[config.mk]
export PLATFORM = sky130hd
export DESIGN_NAME = adc_core_flat
export DESIGN_NICKNAME = d
export VERILOG_FILES = /design/src/rtl/adc_core_pkg.sv /design/src/rtl/adc_core_if.sv /design/src/rtl/adc_sar_engine.sv /design/src/rtl/adc_core.sv /design/src/flat_wrapper.sv
export SDC_FILE = /design/constraint.sdc
export NUM_CORES = 1
export LEC_CHECK = 0
export CORE_ASPECT_RATIO = 0.9
export CORE_MARGIN = 4
export CORE_UTILIZATION = 30
export DETAILED_ROUTE_END_ITERATION = 10
export PLACE_DENSITY = 0.52
export SYNTH_ARGS = -nofsm -noshare
export SYNTH_HDL_FRONTEND = slang
export SYNTH_HIERARCHICAL = 1
export SYNTH_SLANG_ARGS = --single-unit
[constraint.sdc]
create_clock -name PCLKG -period 2.4 [get_ports PCLKG]
set_input_delay 0.36 -clock PCLKG [delete_from_list [all_inputs] [get_ports PCLKG]]
set_output_delay 0.36 -clock PCLKG [all_outputs]
set_load 0.02 [all_outputs]
[src/rtl/adc_core_pkg.sv]
`default_nettype none
// ============================================================================
// Module   : adc_core_pkg
// Brief    : Shared types and constants for the ADC front-end sequencer.
// Revision : 1.0
// ============================================================================
package adc_core_pkg;

  typedef enum logic [2:0] {
    ST_OFF        = 3'd0,
    ST_PWRUP      = 3'd1,
    ST_STBY       = 3'd2,
    ST_CAL_SETTLE = 3'd3,
    ST_CAL_CONV   = 3'd4,
    ST_RUN        = 3'd5
  } adc_state_t;

  localparam logic [1:0] OPM_OFF = 2'b00;
  localparam logic [1:0] OPM_RUN = 2'b11;

  // One sample cycle plus one cycle per resolved bit.
  localparam int SAR_CONV_CYCLES = 13;

endpackage : adc_core_pkg
`default_nettype wire

[src/rtl/adc_core_if.sv]
`default_nettype none
// ============================================================================
// Module   : adc_core_if
// Brief    : Control/status bus between the ADC APB interface and adc_core.
// Revision : 1.0
// ============================================================================
interface adc_core_if #(
  parameter int RES_BITS = 12
);
  logic [2:0]          ADC_CTRL;
  logic                ADC_PWON;
  logic                ADC_RDY;
  logic [RES_BITS-1:0] ADC_B;

  modport master (
    output ADC_CTRL,
    input  ADC_PWON,
    input  ADC_RDY,
    input  ADC_B
  );

  modport slave (
    input  ADC_CTRL,
    output ADC_PWON,
    output ADC_RDY,
    output ADC_B
  );
endinterface : adc_core_if
`default_nettype wire

[src/rtl/adc_sar_engine.sv]
`default_nettype none
// ============================================================================
// Module   : adc_sar_engine
// Brief    : Sample cycle plus bit-serial successive-approximation search.
// Revision : 1.0
// ============================================================================
module adc_sar_engine #(
  parameter int RES_BITS = 12
) (
  input  wire logic                PCLKG,
  input  wire logic                PRESETn,
  input  wire logic                start,
  input  wire logic                abort,
  input  wire logic                SAR_CMP,
  output logic                     ADC_SAMPLE,
  output logic [RES_BITS-1:0]      SAR_DAC,
  output logic                     done,
  output logic [RES_BITS-1:0]      raw
);

  localparam logic [RES_BITS-1:0] C_MSB = {1'b1, {(RES_BITS-1){1'b0}}};
  localparam logic [RES_BITS-1:0] C_LSB = {{(RES_BITS-1){1'b0}}, 1'b1};

  logic                r_sample;
  logic                r_busy;
  logic [RES_BITS-1:0] r_dac;
  logic [RES_BITS-1:0] r_mask;
  logic [RES_BITS-1:0] w_code;

  // Code after resolving the bit currently on trial.
  assign w_code = SAR_CMP ? r_dac : (r_dac & ~r_mask);
  assign done   = r_busy && (r_mask == C_LSB);
  assign raw    = w_code;

  always_ff @(posedge PCLKG or negedge PRESETn) begin
    if (!PRESETn) begin
      r_sample <= 1'b0;
      r_busy   <= 1'b0;
      r_dac    <= '0;
      r_mask   <= '0;
    end else if (abort) begin
      r_sample <= 1'b0;
      r_busy   <= 1'b0;
      r_dac    <= '0;
      r_mask   <= '0;
    end else if (r_sample) begin
      r_sample <= 1'b0;
      r_busy   <= 1'b1;
      r_dac    <= C_MSB;
      r_mask   <= C_MSB;
    end else if (r_busy) begin
      if (r_mask == C_LSB) begin
        r_busy   <= 1'b0;
        r_dac    <= '0;
        r_mask   <= '0;
        r_sample <= start;
      end else begin
        r_dac  <= w_code | (r_mask >> 1);
        r_mask <= r_mask >> 1;
      end
    end else begin
      r_sample <= start;
    end
  end

  assign ADC_SAMPLE = r_sample;
  assign SAR_DAC    = r_dac;

endmodule : adc_sar_engine
`default_nettype wire

[src/rtl/adc_core.sv]
`default_nettype none
// ============================================================================
// Module   : adc_core
// Brief    : Power-up, offset calibration and continuous SAR conversion sequencer.
// Revision : 1.0
// ============================================================================
module adc_core
  import adc_core_pkg::*;
#(
  parameter int PWON_CYCLES = 16,
  parameter int CAL_CYCLES  = 32,
  parameter int RES_BITS    = 12
) (
  input  wire logic                PCLKG,
  input  wire logic                PRESETn,
  adc_core_if.slave                bus,
  output logic [RES_BITS-1:0]      SAR_DAC,
  input  wire logic                SAR_CMP,
  output logic                     ADC_SAMPLE,
  output logic                     ADC_CAL_SHORT
);

  localparam int C_CNT_MAX = (PWON_CYCLES > CAL_CYCLES) ? PWON_CYCLES : CAL_CYCLES;
  localparam int C_CNT_W   = $clog2(C_CNT_MAX + 1);
  localparam logic [C_CNT_W-1:0] C_PWON_LOAD = C_CNT_W'(PWON_CYCLES - 1);
  localparam logic [C_CNT_W-1:0] C_CAL_LOAD  = C_CNT_W'(CAL_CYCLES - 1);
  localparam logic [C_CNT_W-1:0] C_CNT_ONE   = C_CNT_W'(1);

  adc_state_t          r_state;
  logic [C_CNT_W-1:0]  r_cnt;
  logic                r_pwon;
  logic                r_rdy;
  logic                r_short;
  logic                r_cal_q;
  logic [RES_BITS-1:0] r_adc_b;
  logic [RES_BITS-1:0] r_cal_offset;

  logic                w_opm_off;
  logic                w_opm_run;
  logic                w_cal_rise;
  logic                w_in_conv;
  logic                w_abort;
  logic                w_start;
  logic                w_done;
  logic [RES_BITS-1:0] w_raw;
  logic [RES_BITS-1:0] w_result;

  assign w_opm_off  = (bus.ADC_CTRL[2:1] == OPM_OFF);
  assign w_opm_run  = (bus.ADC_CTRL[2:1] == OPM_RUN);
  assign w_cal_rise = bus.ADC_CTRL[0] && !r_cal_q;
  assign w_in_conv  = (r_state == ST_CAL_CONV) || (r_state == ST_RUN);

  // Any exit from a converting state must kill the in-flight conversion on the same edge.
  assign w_abort = w_opm_off
                || (w_in_conv && !w_opm_run)
                || ((r_state == ST_RUN) && w_cal_rise);

  assign w_start = !w_abort
                && (((r_state == ST_CAL_SETTLE) && (r_cnt == '0) && w_opm_run)
                    || (w_in_conv && w_done));

  assign w_result = (w_raw >= r_cal_offset) ? (w_raw - r_cal_offset) : '0;

  adc_sar_engine #(
    .RES_BITS (RES_BITS)
  ) u_sar (
    .PCLKG      (PCLKG),
    .PRESETn    (PRESETn),
    .start      (w_start),
    .abort      (w_abort),
    .SAR_CMP    (SAR_CMP),
    .ADC_SAMPLE (ADC_SAMPLE),
    .SAR_DAC    (SAR_DAC),
    .done       (w_done),
    .raw        (w_raw)
  );

  always_ff @(posedge PCLKG or negedge PRESETn) begin
    if (!PRESETn) begin
      r_state      <= ST_OFF;
      r_cnt        <= '0;
      r_pwon       <= 1'b0;
      r_rdy        <= 1'b0;
      r_short      <= 1'b0;
      r_cal_q      <= 1'b0;
      r_adc_b      <= '0;
      r_cal_offset <= '0;
    end else begin
      r_cal_q <= bus.ADC_CTRL[0];
      if (w_opm_off) begin
        r_state <= ST_OFF;
        r_pwon  <= 1'b0;
        r_rdy   <= 1'b0;
        r_short <= 1'b0;
      end else begin
        unique case (r_state)
          ST_OFF: begin
            r_state <= ST_PWRUP;
            r_cnt   <= C_PWON_LOAD;
          end
          ST_PWRUP: begin
            if (r_cnt == '0) begin
              r_state <= ST_STBY;
              r_pwon  <= 1'b1;
            end else begin
              r_cnt <= r_cnt - C_CNT_ONE;
            end
          end
          ST_STBY: begin
            if (w_opm_run) begin
              r_state <= ST_CAL_SETTLE;
              r_short <= 1'b1;
              r_cnt   <= C_CAL_LOAD;
            end
          end
          ST_CAL_SETTLE: begin
            if (!w_opm_run) begin
              r_state <= ST_STBY;
              r_short <= 1'b0;
            end else if (r_cnt == '0) begin
              r_state <= ST_CAL_CONV;
            end else begin
              r_cnt <= r_cnt - C_CNT_ONE;
            end
          end
          ST_CAL_CONV: begin
            if (!w_opm_run) begin
              r_state <= ST_STBY;
              r_short <= 1'b0;
            end else if (w_done) begin
              r_cal_offset <= w_raw;
              r_rdy        <= 1'b1;
              r_short      <= 1'b0;
              r_state      <= ST_RUN;
            end
          end
          ST_RUN: begin
            if (!w_opm_run) begin
              r_state <= ST_STBY;
              r_rdy   <= 1'b0;
            end else if (w_cal_rise) begin
              r_state <= ST_CAL_SETTLE;
              r_rdy   <= 1'b0;
              r_short <= 1'b1;
              r_cnt   <= C_CAL_LOAD;
            end else if (w_done) begin
              r_adc_b <= w_result;
            end
          end
          default: r_state <= ST_OFF;
        endcase
      end
    end
  end

  assign bus.ADC_PWON  = r_pwon;
  assign bus.ADC_RDY   = r_rdy;
  assign bus.ADC_B     = r_adc_b;
  assign ADC_CAL_SHORT = r_short;

endmodule : adc_core
`default_nettype wire

[src/flat_wrapper.sv]
// flat-port wrapper written by rule: the top's interface ports become plain ports
module adc_core_flat import adc_core_pkg::*;
#(
  parameter int PWON_CYCLES = 16,
  parameter int CAL_CYCLES  = 32,
  parameter int RES_BITS    = 12
)
  (PCLKG, PRESETn, SAR_DAC, SAR_CMP, ADC_SAMPLE, ADC_CAL_SHORT, bus_ADC_CTRL, bus_ADC_PWON, bus_ADC_RDY, bus_ADC_B);
  adc_core_if #(.RES_BITS(RES_BITS)) bus_i ();
  input  wire logic PCLKG;
  input  wire logic PRESETn;
  output logic [RES_BITS-1:0] SAR_DAC;
  input  wire logic SAR_CMP;
  output logic ADC_SAMPLE;
  output logic ADC_CAL_SHORT;
  input wire logic [$bits(bus_i.ADC_CTRL)-1:0] bus_ADC_CTRL;
  output wire logic [$bits(bus_i.ADC_PWON)-1:0] bus_ADC_PWON;
  output wire logic [$bits(bus_i.ADC_RDY)-1:0] bus_ADC_RDY;
  output wire logic [$bits(bus_i.ADC_B)-1:0] bus_ADC_B;
  assign bus_i.ADC_CTRL = bus_ADC_CTRL;
  assign bus_ADC_PWON = bus_i.ADC_PWON;
  assign bus_ADC_RDY = bus_i.ADC_RDY;
  assign bus_ADC_B = bus_i.ADC_B;
  adc_core #(.PWON_CYCLES(PWON_CYCLES), .CAL_CYCLES(CAL_CYCLES), .RES_BITS(RES_BITS)) u_core (.PCLKG(PCLKG), .PRESETn(PRESETn), .bus(bus_i), .SAR_DAC(SAR_DAC), .SAR_CMP(SAR_CMP), .ADC_SAMPLE(ADC_SAMPLE), .ADC_CAL_SHORT(ADC_CAL_SHORT));
endmodule
# After elaboration in Yosys (flattened, before gate mapping)
# Index checks and enable logic that the tools add are counted.
[classes]
magnitude_cmp = 1
n_eq_ne = 21
n_reduce_logical = 31
addsub = 2
bitwise_logic = 5
mux = 51
[op_table]
columns = ["cell", "n"]
rows = [
  ["$mux W12", 9],
  ["$mux W6", 5],
  ["$pmux W6 S5", 1],
  ["$mux W3", 9],
  ["$mux W1", 23],
  ["$ne A3 B1 Y1 const B", 6],
  ["$pmux W3 S6", 1],
  ["$and A12 B12 Y12", 1],
  ["$eq A12 B1 Y1 const B", 1],
  ["$ge A12 B12 Y1", 1],
  ["$ne A4 B3 Y1 const B", 3],
  ["$not A12 Y12", 1],
  ["$or A12 B11 Y12", 1],
  ["$reduce_and A6 Y1", 2],
  ["$sub A12 B12 Y12", 1],
  ["$mux W11", 1],
  ["$reduce_and A5 Y1", 2],
  ["$reduce_bool A5 Y1", 2],
  ["$logic_and A1 B1 Y1", 8],
  ["$ne A2 B1 Y1 const B", 4],
  ["$reduce_and A4 Y1", 2],
  ["$eq A3 B2 Y1 const B", 2],
  ["$eq A3 B3 Y1 const B", 2],
  ["$logic_not A6 Y1", 1],
  ["14 further kinds", 22],
]
[word_totals]
out_inout_bits = 28
register_bits = 63
word_cells = 123
in_bits = 6

# Depth between registers and ports, before layout
# Gate-level depths: netlist (run 1).
[logic_depth]
depth_word = 11
depth_mapped = 13
mapped_depth_nobuf = 12

# By module
# Netlist (run 1), hierarchy kept.
[modules_own_cells]
columns = ["module", "instances", "seq_area_each_um2", "cells_per_inst", "area_each_um2"]
rows = [
  ["adc_core", 1, 925.9, 251, 2386.0],
  ["adc_sar_engine", 1, 650.6, 121, 1313.8],
]

# Least setup slack after synthesis (run 1)
# No wires, ideal clock.
[synth_timing]
path_kind = "in2reg"
startpoint = "input port SAR_CMP"
endpoint = "register u_core.r_adc_b[10] (netlist: u_core/bus.ADC_B[10])"
path_slack_ns = -0.022
n_path_buf = 0
required_ns = 2.278
cell_stages = 12
arrival_time_ns = 2.300
setup_time_ns = 0.122
path_cell_list = "nand2b_1 -> and2_1 -> inv_1 -> ha_1 -> inv_1 -> fa_1 -> nand3_1 -> a21oi_1 -> o21a_1 -> o21a_1 -> or3_1 -> a32o_1"
[synth_between]
elab_chain_cells = 3
word_cells_on_any_way = 4
classes_between = "add/sub (1); order compare (1); mux (2)"
[synth_rtl]
columns = ["element", "line_no", "text"]
rows = [
  ["start: declaration", "flat_wrapper.sv:13", "input wire logic SAR_CMP;"],
  ["$mux W12 *", "adc_sar_engine.sv:31", "assign w_code = SAR_CMP ? r_dac : (r_dac & ~r_mask);"],
  ["via u_core.w_raw[0]", "adc_core.sv:45", "logic [RES_BITS-1:0] w_raw;"],
  ["$sub A12 B12 Y12 or $ge A12 B12 Y1 (tied branches)", "adc_core.sv:62", "assign w_result = (w_raw >= r_cal_offset) ? (w_raw - r_cal_offset) : '0;"],
  ["$mux W12 *", "adc_core.sv:62", ""],
  ["end signal: assignment", "adc_core.sv:147", "r_adc_b <= w_result;"],
  ["end: declaration", "adc_core.sv:35", "logic [RES_BITS-1:0] r_adc_b;"],
]
# Mark *: on every way through the listed nets, which the timed path passes. The rest lies on a longest branch.
# A chain may end at the register's enable or synchronous reset.

# Worst setup path after layout (run 1)
# Same ends and word-level chain as after synthesis.

==> impl_results.md, run 1 <==
- Setup Slack @ Placement: -0.6268 ns
- Post-synth ARST share: 100.0%
- CTS Buffer Depth: 2
- Most frequent cells in the layout: buf_4 (72), dfrtp_1 (63), clkdlybuf4s50_1 (31), nor2_1 (31), inv_1 (29)
- Total GRT Usage: 13.37%
- Outcome: finished, final reports clean
- Clock Root Buffer: clkbuf_16
- Remaining DRCs: 0
- Unique masters post-synth: 61
- Largest net degree at the start of global routing: 64
- Count of pins over their slew limit: 0
- Worst Setup SP: SAR_CMP
- Fillers: 1,212
- Synthesized area: between 3000 and 4000 um2
- Worst EP arrival: around 2.6 ns
- Post-synth top flop: dfrtp_1
- Clk_skew: 0.007987 ns
- Max Clock Freq: 423.3 MHz
- Syn nets: just under 400
- Reg-to-Reg End: u_core/bus.ADC_B[10]$_DFFE_PN0P_
- Maximum VDD drop: 0.3162 mV
- Syn Inst Count: roughly 370
- Sequential share of the synthesized area: 42.61%
- CTS tree: yes
- Net count, final: 499
- CP Launch Type: input pin
- Crit-path max FO: 11
- Synthesis-to-finish area growth: 41.39%
- Rows: 38
- Pleak: between 2 and 2.5 nW
- CTS Sinks: 63
- Power Density: 602.1 nW/um2
- Clock slew at reported path FFs: 0.06 ns
- Total Wirelength: a little over 9 mm
- WP data required: 2.62 ns
- Setup-failing EPs final: 0
- First-pass GRT wire length: about 16 mm
- Max_cap viols: 0
- Ant. Diodes: 0
- Slew HR: around 48%
- Total gr overflow: 0
- Average cell area after synthesis: 9.946 um2
- Port bufs: 33
- CP endpoint kind: flip-flop
- Slew @ Worst Pin: 0.7746 ns
- Clk_lat worst skew: 0.33 ns
- Num CTS Buffers: 9
- Final Hold Vio Count: 0
- HP Class: in2async
- Width of the die: 125.1 um
- Setup Crit Path Kind: in2reg
- Initial antenna violation count: 0
- Die Footprint: ~14,000 um2
- Post-route minimum period: 2.362 ns
- Synthesis-stage register bit count: 63
- Core Area: 12,080 um2
- 1st-pass router iterations: 4
- Layout cells sized above 1: 32.22%
- Via count: 3,067
- Sum of net half-perimeters after detailed placement: between 6 and 7 mm
- Tcrit/Tclk final: 98.42%
- RSZ-0062 raised after global routing: true
- Number of global-route vias before repair: 3,169
- Commonest non-fill, non-tap cell in the layout: buf_4
- Reg2Reg Setup Slack: 0.05 ns
- Routability cong.: 0.8129
- Ys Warns: 6
- Initial Util: about 31%
- Drt via density: 4.785
- Antenna Nets Post-Route: 0
- EDFF count, synth: 0
- Wire per inst: about 14 um
- H-tree depth: 3
- Reg2Reg Depth: 12
- Reg2Reg Launch Point: u_core/u_sar/r_mask[0]$_DFFE_PN0P_
- Min Hold Slack: between 0.02 and 0.03 ns
- DRT iter0 DRCs: around 140
- Final WS setup: around 0.038 ns
- Ports: 34
- Die Y-Extent: around 110 um
critical path, cell delays in order:
cell,delay [ns]
dlygate4sd2_1,0.25
buf_4,0.17
nand2b_1,0.16
and2_4,0.19
ha_1,0.31
nand4_1,0.10
nor2_1,0.05
a211o_1,0.30
o221ai_2,0.20
a21oi_2,0.08
buf_4,0.15
a32o_1,0.24
area by class of cell:
type | instances | area (um2) | share of cell area [%]
flip-flops and latches | 63 | 1577 | 30.14
clock inverters | 7 | 73.82 | 1.411
inverters | 31 | 118.9 | 2.272
multi-input cells | 264 | 2132 | 40.76
repair buffers | 107 | 904.6 | 17.29
clock buffers | 9 | 225.2 | 4.305
well taps | 160 | 200.2 | 3.827
cell families (layout without fill, tap and decap cells):
logic type                 after synthesis  count (layout)  share of synthesized area, %
AOI/OAI and AO/OA                      101             101                         20.83
xor gates and xnor gates                 8               8                         1.894
adders and majority gates               17              17                         5.952
buffers and inverters                   45             154                         5.174
DFF                                     63              63                         42.61
muxes                                   23              23                         6.595
and+or+nand+nor                        115             115                         16.94
worst max-delay path by stage:
stage / to / slack [ns] / cells after the start
2_1_floorplan: u_core/bus.ADC_B[10]$_DFFE_PN0P_ / 0.03 / 12
3_3_place_gp: u_core/bus.ADC_B[10]$_DFFE_PN0P_ / -0.59 / 13
3_5_place_dp: u_core/bus.ADC_B[10]$_DFFE_PN0P_ / -0.63 / 13
4_1_cts: u_core/bus.ADC_B[10]$_DFFE_PN0P_ / -0.02 / 12
5_1_grt: u_core/bus.ADC_B[10]$_DFFE_PN0P_ / -0.05 / 12
6_report: u_core/bus.ADC_B[10]$_DFFE_PN0P_ / 0.04 / 12
synthesized netlist by cell type, drive strengths merged (2+ instances only):
cell / n / area share, %
nor2b: 4 / 0.68
or3: 5 / 0.85
clkbuf: 6 / 0.61
o22ai: 2 / 0.34
nor4: 3 / 0.51
mux2: 11 / 3.3
nor2: 32 / 3.2
and2: 13 / 2.2
nand4b: 2 / 0.47
a31oi: 3 / 0.51
a22o: 8 / 1.9
inv: 31 / 3.1
o2bb2ai: 11 / 4.3
o21a: 3 / 0.61
nor3: 4 / 0.54
a21o: 6 / 1.3
nand3: 6 / 0.95
nand2b: 17 / 2.9
buf: 8 / 1.4
ha: 16 / 5.4
o21ai: 16 / 2.3
o211ai: 4 / 0.95
xor2: 3 / 0.71
nand2: 18 / 1.8
or2: 2 / 0.34
a21oi: 32 / 4.5
nor4b: 2 / 0.64
nand4: 2 / 0.34
mux2i: 12 / 3.2
a32o: 4 / 1.1
xnor2: 5 / 1.2
nand3b: 2 / 0.41
dfrtp: 63 / 43
report_power, final:
part           switching, W  leakage, nW  total [W]  internal [W]
combinational      0.000360         1.30   0.000651      0.000291
sequential        0.0000566        0.851    0.00119       0.00113
clock              0.000508        0.134    0.00131      0.000803
total              0.000924         2.29    0.00315       0.00223
sequential cells by signal, indices dropped and copies added (netlist names):
register                 count
u_core/u_sar/SAR_DAC        12
u_core/u_sar/ADC_SAMPLE      1
u_core/bus.ADC_RDY           1
u_core/r_cal_q               1
u_core/ADC_CAL_SHORT         1
u_core/r_cal_offset         12
u_core/r_state               3
u_core/bus.ADC_B            12
u_core/r_cnt                 6
u_core/bus.ADC_PWON          1
u_core/u_sar/r_busy          1
u_core/u_sar/r_mask         12
repair_timing:
action | in CTS | in global routing
gates cloned | 0 | 0
gates resized for setup | 15 | 27
pin swaps | 8 | 4
hold endpoints to repair | 0 | 0
endpoints found under the setup margin | 23 | 27
setup buffers | 0 | 6
hold buffers | 0 | 0
metal layers:
metal	routed length [um]	track usage, %
met1	4570	18.79
met5	0	0
met2	4245	20.78
met3	269	2.548
met4	102	4.480
through the flow:
| step | instances | instance area [um2] | TNS [ns] | util, % | power, W |
|---|---|---|---|---|---|
| after global routing | 641 | 5231 | -0.06168 | 43.32 | 0.003315 |
| after CTS | 635 | 5084 | -0.01842 | 42.09 | 0.003182 |
| after floorplan | 372 | 3702 | 0 | - | 0.001595 |
| after global placement | 619 | 4688 | -11.58 | 38.82 | 0.001840 |
| final | 641 | 5231 | 0 | 43.32 | 0.003150 |
| after detailed placement | 619 | 4688 | -11.91 | 38.82 | 0.001853 |
(Power assumes the default switching activity.)
==> run 2: changes to the inputs <==
--- a/config.mk
+++ b/config.mk
@@ -7,9 +7,10 @@
 export LEC_CHECK = 0
 export CORE_ASPECT_RATIO = 0.9
 export CORE_MARGIN = 4
-export CORE_UTILIZATION = 30
+export CORE_UTILIZATION = 25
+export CTS_CLUSTER_SIZE = 30
 export DETAILED_ROUTE_END_ITERATION = 10
-export PLACE_DENSITY = 0.52
+export PLACE_DENSITY = 0.46
 export SYNTH_ARGS = -nofsm -noshare
 export SYNTH_HDL_FRONTEND = slang
 export SYNTH_HIERARCHICAL = 1
==> impl_results.md, run 2 (same netlist as run 1, synthesis figures left out) <==
- Outcome: finished, final reports clean
- Largest net degree at the start of global routing: 64
- CTS Buffer Depth: 2
- Total Wirelength: 9.315 mm
- Via count: 3,031
- Register area: roughly 1600 um2
- Die Y-Extent: roughly 120 um
- Ports: 34
- Cts hold-fix bufs: 0
- Setup-failing EPs final: 0
- RSZ-0062 raised after global routing: true
- Number of global-route vias before repair: 3,115
- Max Clock Freq: approximately 430 MHz
- Setup Crit Path Kind: reg2reg
- Remaining DRCs: 0
- 1st-pass router iterations: 4
- Reg2Reg Setup Slack: 0.06 ns
- Post-route minimum period: 2.342 ns
- Antenna Nets Post-Route: 0
- Fillers: 1,483
- Maximum VDD drop: ~0.35 mV
- Initial antenna violation count: 0
- CP Launch Type: flip-flop
- Tcrit/Tclk final: 97.57%
- Wire per inst: 13.74 um
- Num CTS Buffers: 9
- Most frequent cells in the layout: buf_4 (74), dfrtp_1 (63), clkdlybuf4s50_1 (31)
- CP endpoint kind: flip-flop
- Final Hold Vio Count: 0
- Clock slew at reported path FFs: around 0.060 ns
- Total GRT Usage: 12.09%
- Port bufs: 33
- Pleak: 2.300 nW
- Crit-path max FO: 2
- Total gr overflow: 0
- CTS Sinks: 63
- Synthesis-to-finish area growth: 42.27%
- Reg-to-Reg End: u_core/bus.ADC_B[10]$_DFFE_PN0P_
- Layout cells sized above 1: around a third
- Rows: 41
- Drt via density: 4.471
- Reg2Reg Depth: 12
- Ant. Diodes: 0
- Sum of net half-perimeters after detailed placement: 6.806 mm
- Width of the die: 136.2 um
- H-tree depth: 3
- DRT iter0 DRCs: 213
- Worst EP arrival: 2.57 ns
- Clk_lat worst skew: 0.34 ns
- HP Class: in2async
- Pwr Total: 0.003087 W
- WP data required: 2.63 ns
- CTS tree: yes
- Multi-input logic area: ~2100 um2
- Core Area: 14,260 um2
- Clk_skew: 0.009195 ns
- Initial Util: 25.94%
- Core Util, Final: a little under two fifths
- Slew @ Worst Pin: 0.7544 ns
- Power Density: just under 600 nW/um2
- First-pass GRT wire length: 15.84 mm
- Count of pins over their slew limit: 0
- Setup TNS: 0 ns
- Slew HR: 49.65%
- Clock Root Buffer: clkbuf_16
- Commonest non-fill, non-tap cell in the layout: buf_4
- Routability cong.: 0.7989
- Max_cap viols: 0
- Net count, final: 503
- Die Footprint: 16,810 um2
- Reg2Reg Launch Point: u_core/u_sar/r_mask[0]$_DFFE_PN0P_
[run 2: critical path: stages, from the launching register on]
cell and delay [ns]:
dfrtp_1 0.39, nand2b_4 0.07, and2_4 0.14, inv_4 0.06
ha_4 0.12, inv_2 0.03, fa_2 0.35, nand3_2 0.09
a21oi_2 0.07, o21a_1 0.19, o21a_1 0.17, or3_1 0.30
a32o_1 0.24
[run 2: how the worst max path moves through the flow]
stage                     slack, ns  cells past startpoint                               start                                to
after CTS                      0.01                     13  u_core/u_sar/r_mask[0]$_DFFE_PN0P_  u_core/bus.ADC_B[10]$_DFFE_PN0P_
final                          0.06                     12  u_core/u_sar/r_mask[0]$_DFFE_PN0P_  u_core/bus.ADC_B[10]$_DFFE_PN0P_
after detailed placement      -0.60                     13                             SAR_CMP  u_core/bus.ADC_B[10]$_DFFE_PN0P_
after global routing          -0.06                     13  u_core/u_sar/r_mask[0]$_DFFE_PN0P_  u_core/bus.ADC_B[10]$_DFFE_PN0P_
after floorplan                0.03                     12                             SAR_CMP  u_core/bus.ADC_B[10]$_DFFE_PN0P_
after global placement        -0.60                     13                             SAR_CMP  u_core/bus.ADC_B[10]$_DFFE_PN0P_
[run 2: stage by stage]
step / hold slack (ns) / setup WS, ns / std cells / area (um2)
final: 0.02441 / 0.05839 / 678 / 5264
after global routing: 0.06926 / -0.05887 / 678 / 5264
after CTS: 0.04608 / 0.01107 / 676 / 5159
after global placement: 0.4104 / -0.5954 / 656 / 4760
after floorplan: 0.06441 / 0.03030 / 372 / 3702
after detailed placement: 0.4158 / -0.6027 / 656 / 4760
[run 2: layout make-up]
type                    instances  share of cell area [%]
multi-input cells             264                   39.89
flip-flops and latches         63                   29.95
repair buffers                111                   17.90
well taps                     193                   4.588
clock buffers                  10                   4.540
inverters                      31                   2.258
clock inverters                 6                  0.8795
[run 2: repair_timing]
item                                    CTS  global route
resized for setup                        14            25
pin swaps                                 8             9
setup buffers                             4             2
hold endpoints to repair                  0             0
endpoints found under the setup margin   23            17
[run 2: metal layers]
layer	wire length (um)	GRT usage [%]
met4	190	5.605
met1	4827	16.75
met2	4005	18.04
met3	291	2.563
met5	0	0
[run 2: where the power goes]
| part | total (W) | leakage, nW | switching, W | internal (W) |
|---|---|---|---|---|
| Sequential | 0.00118 | 0.851 | 0.0000520 | 0.00113 |
| Combinational | 0.000634 | 1.31 | 0.000354 | 0.000280 |
| Clock | 0.00127 | 0.135 | 0.000540 | 0.000730 |
